$ cat src/rtl/tictactoe_pkg.sv
`default_nettype none
// ============================================================================
// Package     : tictactoe_pkg
// Description : Shared encodings for the tic-tac-toe board, result codes and
//               the move arbiter state machine.
// Revision    : 1.0 - initial release
// ============================================================================
package tictactoe_pkg;

    localparam logic [1:0] CELL_EMPTY = 2'b00;
    localparam logic [1:0] CELL_X     = 2'b01;
    localparam logic [1:0] CELL_O     = 2'b10;

    localparam int BOARD_CELLS = 9;

    localparam logic [1:0] OVER_NONE = 2'b00;
    localparam logic [1:0] OVER_X    = 2'b01;
    localparam logic [1:0] OVER_O    = 2'b10;
    localparam logic [1:0] OVER_DRAW = 2'b11;

    localparam logic [2:0] ST_IDLE   = 3'd0;
    localparam logic [2:0] ST_CHECK  = 3'd1;
    localparam logic [2:0] ST_EVAL   = 3'd2;
    localparam logic [2:0] ST_SETTLE = 3'd3;
    localparam logic [2:0] ST_OVER   = 3'd4;

    typedef enum logic [2:0] {
        IDLE   = ST_IDLE,
        CHECK  = ST_CHECK,
        EVAL   = ST_EVAL,
        SETTLE = ST_SETTLE,
        OVER   = ST_OVER
    } arb_state_t;

    function automatic logic [1:0] other_player(input logic [1:0] p);
        return (p == CELL_X) ? CELL_O : CELL_X;
    endfunction

endpackage
`default_nettype wire

$ cat src/rtl/move_arbiter_if.sv
`default_nettype none
// ============================================================================
// Interface   : move_arbiter_if
// Description : Requester handshakes, board read/write port and game status
//               bundled for the move arbiter.
// Revision    : 1.0 - initial release
// ============================================================================
interface move_arbiter_if;

    logic       req_h;
    logic [3:0] addr_h;
    logic       req_c;
    logic [3:0] addr_c;
    logic       done_h;
    logic       done_c;
    logic       ok;
    logic [3:0] rd_addr;
    logic [1:0] rd_data;
    logic [3:0] waddr;
    logic [1:0] wd;
    logic       wen;
    logic [1:0] win;
    logic [1:0] turn;
    logic [1:0] over;
    logic       timeout;

    modport slave (
        input  req_h, addr_h, req_c, addr_c, rd_data, win,
        output done_h, done_c, ok, rd_addr, waddr, wd, wen, turn, over, timeout
    );

    modport master (
        output req_h, addr_h, req_c, addr_c, rd_data, win,
        input  done_h, done_c, ok, rd_addr, waddr, wd, wen, turn, over, timeout
    );

endinterface
`default_nettype wire

$ cat src/rtl/move_arbiter_move_timer.sv
`default_nettype none
// ============================================================================
// Module      : move_timer
// Description : Idle-turn counter; o_expire pulses on the TIMEOUT_CYCLES-th
//               consecutive cycle that i_run is held high.
// Revision    : 1.0 - initial release
// ============================================================================
module move_timer #(
    parameter int unsigned TIMEOUT_CYCLES = 100_000_000
) (
    input  wire logic clk,
    input  wire logic rst,
    input  wire logic i_run,
    output logic      o_expire
);

    localparam int c_CNT_W = (TIMEOUT_CYCLES > 1) ? $clog2(TIMEOUT_CYCLES) : 1;
    localparam logic [c_CNT_W-1:0] c_LAST = c_CNT_W'(TIMEOUT_CYCLES - 1);

    logic [c_CNT_W-1:0] r_count;

    assign o_expire = i_run && (r_count == c_LAST);

    // Dropping i_run (state change) or expiring (turn flip) restarts the count.
    always_ff @(posedge clk) begin
        if (rst || !i_run || o_expire) begin
            r_count <= '0;
        end else begin
            r_count <= r_count + c_CNT_W'(1);
        end
    end

endmodule
`default_nettype wire

$ cat src/rtl/move_arbiter.sv
`default_nettype none
// ============================================================================
// Module      : move_arbiter
// Description : Turn controller and board write-port arbiter for tic-tac-toe.
//               Optional forfeit timer enabled by defining MOVE_TIMEOUT_EN.
// Revision    : 1.0 - initial release
// ============================================================================
module move_arbiter
    import tictactoe_pkg::*;
#(
    parameter logic [1:0]  FIRST_PLAYER   = 2'b01,
    parameter int unsigned TIMEOUT_CYCLES = 100_000_000
) (
    input  wire logic       clk,
    input  wire logic       rst,
    move_arbiter_if.slave   bus
);

    localparam logic [3:0] c_MAX_MOVES = 4'(BOARD_CELLS);
    localparam logic [3:0] c_MAX_ADDR  = 4'(BOARD_CELLS - 1);

    if ((FIRST_PLAYER != CELL_X) && (FIRST_PLAYER != CELL_O)) begin : g_bad_first
        $error("FIRST_PLAYER must be 2'b01 or 2'b10");
    end

    if (TIMEOUT_CYCLES < 1) begin : g_bad_timeout
        $error("TIMEOUT_CYCLES must be at least 1");
    end

    arb_state_t r_state;
    logic [1:0] r_turn;
    logic [3:0] r_addr;
    logic [3:0] r_rd_addr;
    logic [3:0] r_moves;
    logic [1:0] r_over;

    logic       w_req_on;
    logic [3:0] w_addr_on;
    logic       w_eval;
    logic       w_legal;
    logic       w_timeout;

    // Only the on-turn requester is visible; the other stays pending untouched.
    assign w_req_on  = (r_turn == CELL_X) ? bus.req_h  : bus.req_c;
    assign w_addr_on = (r_turn == CELL_X) ? bus.addr_h : bus.addr_c;
    assign w_eval    = (r_state == EVAL);
    assign w_legal   = (r_addr <= c_MAX_ADDR) && (bus.rd_data == CELL_EMPTY);

`ifdef MOVE_TIMEOUT_EN
    logic w_timer_run;

    assign w_timer_run = (r_state == IDLE) && !w_req_on;

    move_timer #(
        .TIMEOUT_CYCLES (TIMEOUT_CYCLES)
    ) u_move_timer (
        .clk      (clk),
        .rst      (rst),
        .i_run    (w_timer_run),
        .o_expire (w_timeout)
    );
`else
    assign w_timeout = 1'b0;
`endif

    always_ff @(posedge clk) begin
        if (rst) begin
            r_state   <= IDLE;
            r_turn    <= FIRST_PLAYER;
            r_addr    <= 4'd0;
            r_rd_addr <= 4'd0;
            r_moves   <= 4'd0;
            r_over    <= OVER_NONE;
        end else begin
            case (r_state)
                IDLE: begin
                    if (w_req_on) begin
                        r_addr    <= w_addr_on;
                        r_rd_addr <= w_addr_on;
                        r_state   <= CHECK;
                    end else if (w_timeout) begin
                        r_turn <= other_player(r_turn);
                    end
                end
                CHECK: begin
                    r_state <= EVAL;
                end
                EVAL: begin
                    if (w_legal) begin
                        if (r_moves != c_MAX_MOVES) begin
                            r_moves <= r_moves + 4'd1;
                        end
                        r_state <= SETTLE;
                    end else begin
                        r_state <= IDLE;
                    end
                end
                SETTLE: begin
                    if (bus.win != OVER_NONE) begin
                        r_over  <= bus.win;
                        r_turn  <= CELL_EMPTY;
                        r_state <= OVER;
                    end else if (r_moves == c_MAX_MOVES) begin
                        r_over  <= OVER_DRAW;
                        r_turn  <= CELL_EMPTY;
                        r_state <= OVER;
                    end else begin
                        r_turn  <= other_player(r_turn);
                        r_state <= IDLE;
                    end
                end
                OVER: begin
                    r_state <= OVER;
                end
                default: begin
                    r_state <= IDLE;
                end
            endcase
        end
    end

    // Completion and write strobes are decided in EVAL, when rd_data is valid.
    assign bus.done_h  = w_eval && (r_turn == CELL_X);
    assign bus.done_c  = w_eval && (r_turn == CELL_O);
    assign bus.ok      = w_eval && w_legal;
    assign bus.wen     = w_eval && w_legal;
    assign bus.waddr   = r_addr;
    assign bus.wd      = (w_eval && w_legal) ? r_turn : CELL_EMPTY;
    assign bus.rd_addr = r_rd_addr;
    assign bus.turn    = r_turn;
    assign bus.over    = r_over;
    assign bus.timeout = w_timeout;

endmodule
`default_nettype wire

$ cat src/flat_wrapper.sv
// flat-port wrapper written by rule: the top's interface ports become plain ports
module move_arbiter_flat import tictactoe_pkg::*;
#(
    parameter logic [1:0]  FIRST_PLAYER   = 2'b01,
    parameter int unsigned TIMEOUT_CYCLES = 100_000_000
)
  (clk, rst, bus_req_h, bus_addr_h, bus_req_c, bus_addr_c, bus_rd_data, bus_win, bus_done_h, bus_done_c, bus_ok, bus_rd_addr, bus_waddr, bus_wd, bus_wen, bus_turn, bus_over, bus_timeout);
  move_arbiter_if bus_i ();
  input  wire logic clk;
  input  wire logic rst;
  input wire logic [$bits(bus_i.req_h)-1:0] bus_req_h;
  input wire logic [$bits(bus_i.addr_h)-1:0] bus_addr_h;
  input wire logic [$bits(bus_i.req_c)-1:0] bus_req_c;
  input wire logic [$bits(bus_i.addr_c)-1:0] bus_addr_c;
  input wire logic [$bits(bus_i.rd_data)-1:0] bus_rd_data;
  input wire logic [$bits(bus_i.win)-1:0] bus_win;
  output wire logic [$bits(bus_i.done_h)-1:0] bus_done_h;
  output wire logic [$bits(bus_i.done_c)-1:0] bus_done_c;
  output wire logic [$bits(bus_i.ok)-1:0] bus_ok;
  output wire logic [$bits(bus_i.rd_addr)-1:0] bus_rd_addr;
  output wire logic [$bits(bus_i.waddr)-1:0] bus_waddr;
  output wire logic [$bits(bus_i.wd)-1:0] bus_wd;
  output wire logic [$bits(bus_i.wen)-1:0] bus_wen;
  output wire logic [$bits(bus_i.turn)-1:0] bus_turn;
  output wire logic [$bits(bus_i.over)-1:0] bus_over;
  output wire logic [$bits(bus_i.timeout)-1:0] bus_timeout;
  assign bus_i.req_h = bus_req_h;
  assign bus_i.addr_h = bus_addr_h;
  assign bus_i.req_c = bus_req_c;
  assign bus_i.addr_c = bus_addr_c;
  assign bus_i.rd_data = bus_rd_data;
  assign bus_i.win = bus_win;
  assign bus_done_h = bus_i.done_h;
  assign bus_done_c = bus_i.done_c;
  assign bus_ok = bus_i.ok;
  assign bus_rd_addr = bus_i.rd_addr;
  assign bus_waddr = bus_i.waddr;
  assign bus_wd = bus_i.wd;
  assign bus_wen = bus_i.wen;
  assign bus_turn = bus_i.turn;
  assign bus_over = bus_i.over;
  assign bus_timeout = bus_i.timeout;
  move_arbiter #(.FIRST_PLAYER(FIRST_PLAYER), .TIMEOUT_CYCLES(TIMEOUT_CYCLES)) u_core (.clk(clk), .rst(rst), .bus(bus_i));
endmodule
$ cat config.mk
export PLATFORM = sky130hd
export DESIGN_NAME = move_arbiter_flat
export DESIGN_NICKNAME = d
export VERILOG_FILES = /design/src/rtl/tictactoe_pkg.sv /design/src/rtl/move_arbiter_if.sv /design/src/rtl/move_arbiter_move_timer.sv /design/src/rtl/move_arbiter.sv /design/src/flat_wrapper.sv
export SDC_FILE = /design/constraint.sdc
export NUM_CORES = 1
export LEC_CHECK = 0
export BUFFER_PORTS_ARGS = -buffer_cell sky130_fd_sc_hd__buf_2
export CAP_MARGIN = 20
export CORE_MARGIN = 2
export CORE_UTILIZATION = 25
export CTS_CLUSTER_DIAMETER = 40
export DETAILED_ROUTE_END_ITERATION = 16
export PLACE_DENSITY = 0.58
export SLEW_MARGIN = 30
export SYNTH_ARGS = -nofsm -noshare
export SYNTH_HDL_FRONTEND = slang
export SYNTH_SLANG_ARGS = --single-unit
$ cat constraint.sdc
create_clock -name clk -period 1.4 [get_ports clk]
set_input_delay 0.07 -clock clk [delete_from_list [all_inputs] [get_ports clk]]
set_output_delay 0.07 -clock clk [all_outputs]
set_load 0.005 [all_outputs]
==> flow_metrics.py <==
metrics = {
    "clock_tree": {
        "clock_latency_ns": 0.28,
        "htreeDepth": 1,
        "clock_path_buffers": 2,
        "clk_pin_slew_worst_paths_ns": 0.09,
        "ctsRootBufferMaster": "clkbuf_4",
        "cts_made_buffers": 3,
        "clkSinkCount": 15,
        "cts_tree": "done",
    },
    "synthesis": {
        "ys_ff_latch": 15,
        "synth-main-ff-cell": "dfxtp_1",
        "syn_area_um2": 822,
        "synth_warnings": 0,
        "synth-xor-area-share": 0.0213,
        "synth_edf_count": 0,
        "yosysSeqAreaShare": 0.365,
        "async_flop_share": 0,
        "synth_fa_ha_area_frac": 0.0304,
        "syn-instance-count": 90,
        "synth_cell_types": 33,
        "synth_top_family_by_area": "simple AND/OR/NAND/NOR gates",
        "synth_top_area_share": 0.365,
        "synth.top_cells.by_area": "dfxtp_1, a21oi_1, buf_4",
        "synth_commonest_cells": "dfxtp_1, a21oi_1, nor2_1",
        "synth-simple-area-share": 0.225,
        "synth-compound-area-share": 0.190,
        "yosysMostFrequentCell": "dfxtp_1",
        "yosysTopAreaCell": "dfxtp_1",
        "yosys-mux-area-fraction": 0.0670,
        "syn_area_per_cell_um2": 9.13,
        "syn_nets": 108,
    },
    "critical_path": {
        "startpoint_type": "flop",
        "cpMaxStageDelayCell": "dfxtp_4",
        "cp-end-kind": "output port",
        "path_class": "reg -> out",
        "critPathMaxStageDelay_ns": 0.36,
        "path_cells": "o31ai_4, and3_4, and2_4, buf_6",
        "critPathArrivalTime_ns": 1.38,
        "crit_buf_inv": 1,
        "r2r_slack_ns": 0.01,
        "critPathTopFamily": "simple AND/OR/NAND/NOR gates",
        "crit_path_max_fanout": 6,
        "cp.required_ns": 1.33,
    },
    "cells_and_area": {
        "drive_gt1_frac": 0.547,
        "antennaDiodeCount": 0,
        "design_area_um2": 1230,
        "fill_cells": 335,
        "area_growth_pct": 49.5,
        "seq_area_um2": 315,
        "multi_input_comb_area_um2": 467,
        "final_util": 0.396,
        "nNetsFinal": 158,
    },
    "job": {
        "cap_violations": 0,
    },
    "floorplanning": {
        "die-area_um2": 3760,
        "coreArea_um2": 3100,
        "fp.dieH_um": 61.3,
        "ios": 35,
        "rows": 20,
        "start_util": 0.265,
        "die_w_um": 61.3,
    },
    "routing": {
        "drt_wl_total_mm": 2.12,
        "drc": 0,
        "wl_per_cell_um": 11.6,
        "via_per_inst": 4.61,
        "dr.pass1.iters": 4,
        "ant_nets": 0,
        "vias": 844,
        "drt_iter0_markers": 5,
    },
    "grt": {
        "grt_pass1_vias": 757,
        "antenna_found_initial": 0,
        "grt_pass1_wl_mm": 3.31,
        "grt_max_degree": 16,
        "overflow": 0,
        "grt_use_total": 0.116,
    },
    "pwr": {
        "intPower_uw": 678,
        "combPwrFrac": 0.227,
        "p_sw_uw": 258,
        "clockPowerShare": 0.270,
        "ir_drop_v": 0.000518,
        "swShare": 0.276,
        "seqPwrFrac": 0.503,
        "p_per_area_nw_per_um2": 762,
        "leakage_nw": 0.584,
    },
    "timing": {
        "final_max_slew_viol_count": 0,
        "skew_ns": 0.00718,
        "fin_crit_sh": 1.03,
        "hold_violations": 0,
        "grt_setup_unrepaired": "true",
        "fmax_ghz": 0.691,
        "period_minus_slack_ns": 1.45,
        "setup-tns-final_ns": -0.116,
        "fin_ws_ns": -0.0462,
        "finalSetupViolCount": 3,
    },
    "status": {
        "violations": "setup timing",
        "status": "finished, violations left",
    },
    "worst_hold_path": {
        "min_path_type": "in -> reg",
    },
    "placement": {
        "numPortBuffers": 33,
        "hpwlAfterDp_mm": 1.56,
        "gp_congestion": 0.755,
        "placed_cell_area_um2": 1070,
    },
}
-- per-stage QoR --
stage | hold WS (ns) | instances | power, mW | setup WS (ns)
after global routing | 0.135 | 183 | 0.992 | -0.105
after CTS | 0.121 | 180 | 0.928 | -0.0654
after floorplan | 0.142 | 90 | 0.585 | 0.0196
after global placement | 0.282 | 169 | 0.654 | 0.0490
after detailed placement | 0.295 | 169 | 0.656 | -0.0204
final | 0.128 | 183 | 0.937 | -0.0462
-- layer usage --
layer	GRT usage	up-vias	wire, um
li1	-	417	-
met1	0.144	399	872
met2	0.204	24	1130
met3	0.0210	4	96
met4	0.0365	0	25
met5	0	-	0
-- path summary, 6_finish.rpt --
| check | startpoint | end | depth (start not counted) |
|---|---|---|---|
| hold / removal | bus_addr_c[1] | u_core.bus.waddr[1] | 3 |
| setup / recovery | u_core.bus.waddr[0] | bus_wd[1] | 4 |
| setup reg to reg | u_core.bus.waddr[0] | u_core.r_moves[2] | 5 |
| hold reg to reg | u_core.r_moves[1] | u_core.r_moves[1] | 2 |
-- final cells by class --
class	instances	area share
Inverter	5	0.0153
Tap cell	44	0.0448
Timing Repair Buffer	54	0.282
Multi-Input combinational cell	61	0.380
Clock buffer	4	0.0214
Sequential cell	15	0.257
-- sequential cells by signal, indices dropped and copies added, names as in the netlist --
| signal | cells |
|---|---|
| u_core.r_state | 3 |
| u_core.bus.waddr | 4 |
| u_core.bus.turn | 2 |
| u_core.bus.over | 2 |
| u_core.r_moves | 4 |
-- power groups by stage --
stage	combinational [mW]	sequential, mW	clock, mW
global route	0.238	0.474	0.280
CTS	0.196	0.472	0.260
global placement	0.174	0.481	0
finish	0.212	0.471	0.253
detailed placement	0.174	0.482	0
floorplan	0.101	0.484	0
-- cells by family after synthesis --
group / count (synthesis)
flip-flops: 15
XOR/XNOR: 2
other: 1
adder cells (fa/ha/maj): 2
multiplexers: 5
AND/OR/NAND/NOR: 29
AO/OA/AOI/OAI: 22
buffers and inverters: 14
-- placed cells by master (no fill, tap or decap), drive strengths merged, types with 2 or more instances in the layout --
cell type / instances
a211oi: 4
a21oi: 11
a311oi: 2
and2: 4
and3: 3
buf: 52
clkbuf: 4
dfxtp: 15
dlygate4sd3: 2
ha: 2
inv: 5
mux2i: 4
nand3b: 2
nand4: 2
nor2: 8
nor3: 3
nor3b: 2
xor2: 2
-- worst min-delay path, stage by stage --
cell	delay (ns)
buf_2	0.09
mux2i_1	0.12
a211oi_1	0.08
-- timing repair --
item	4_1_cts	5_1_grt
resized for setup	6	14
pin swaps	6	4
setup buffers	5	4
endpoints found under the setup margin	6	15
hold buffers	2	0
endpoints found under the hold margin	2	0
No activity file was read; power rests on OpenSTA's default activity.
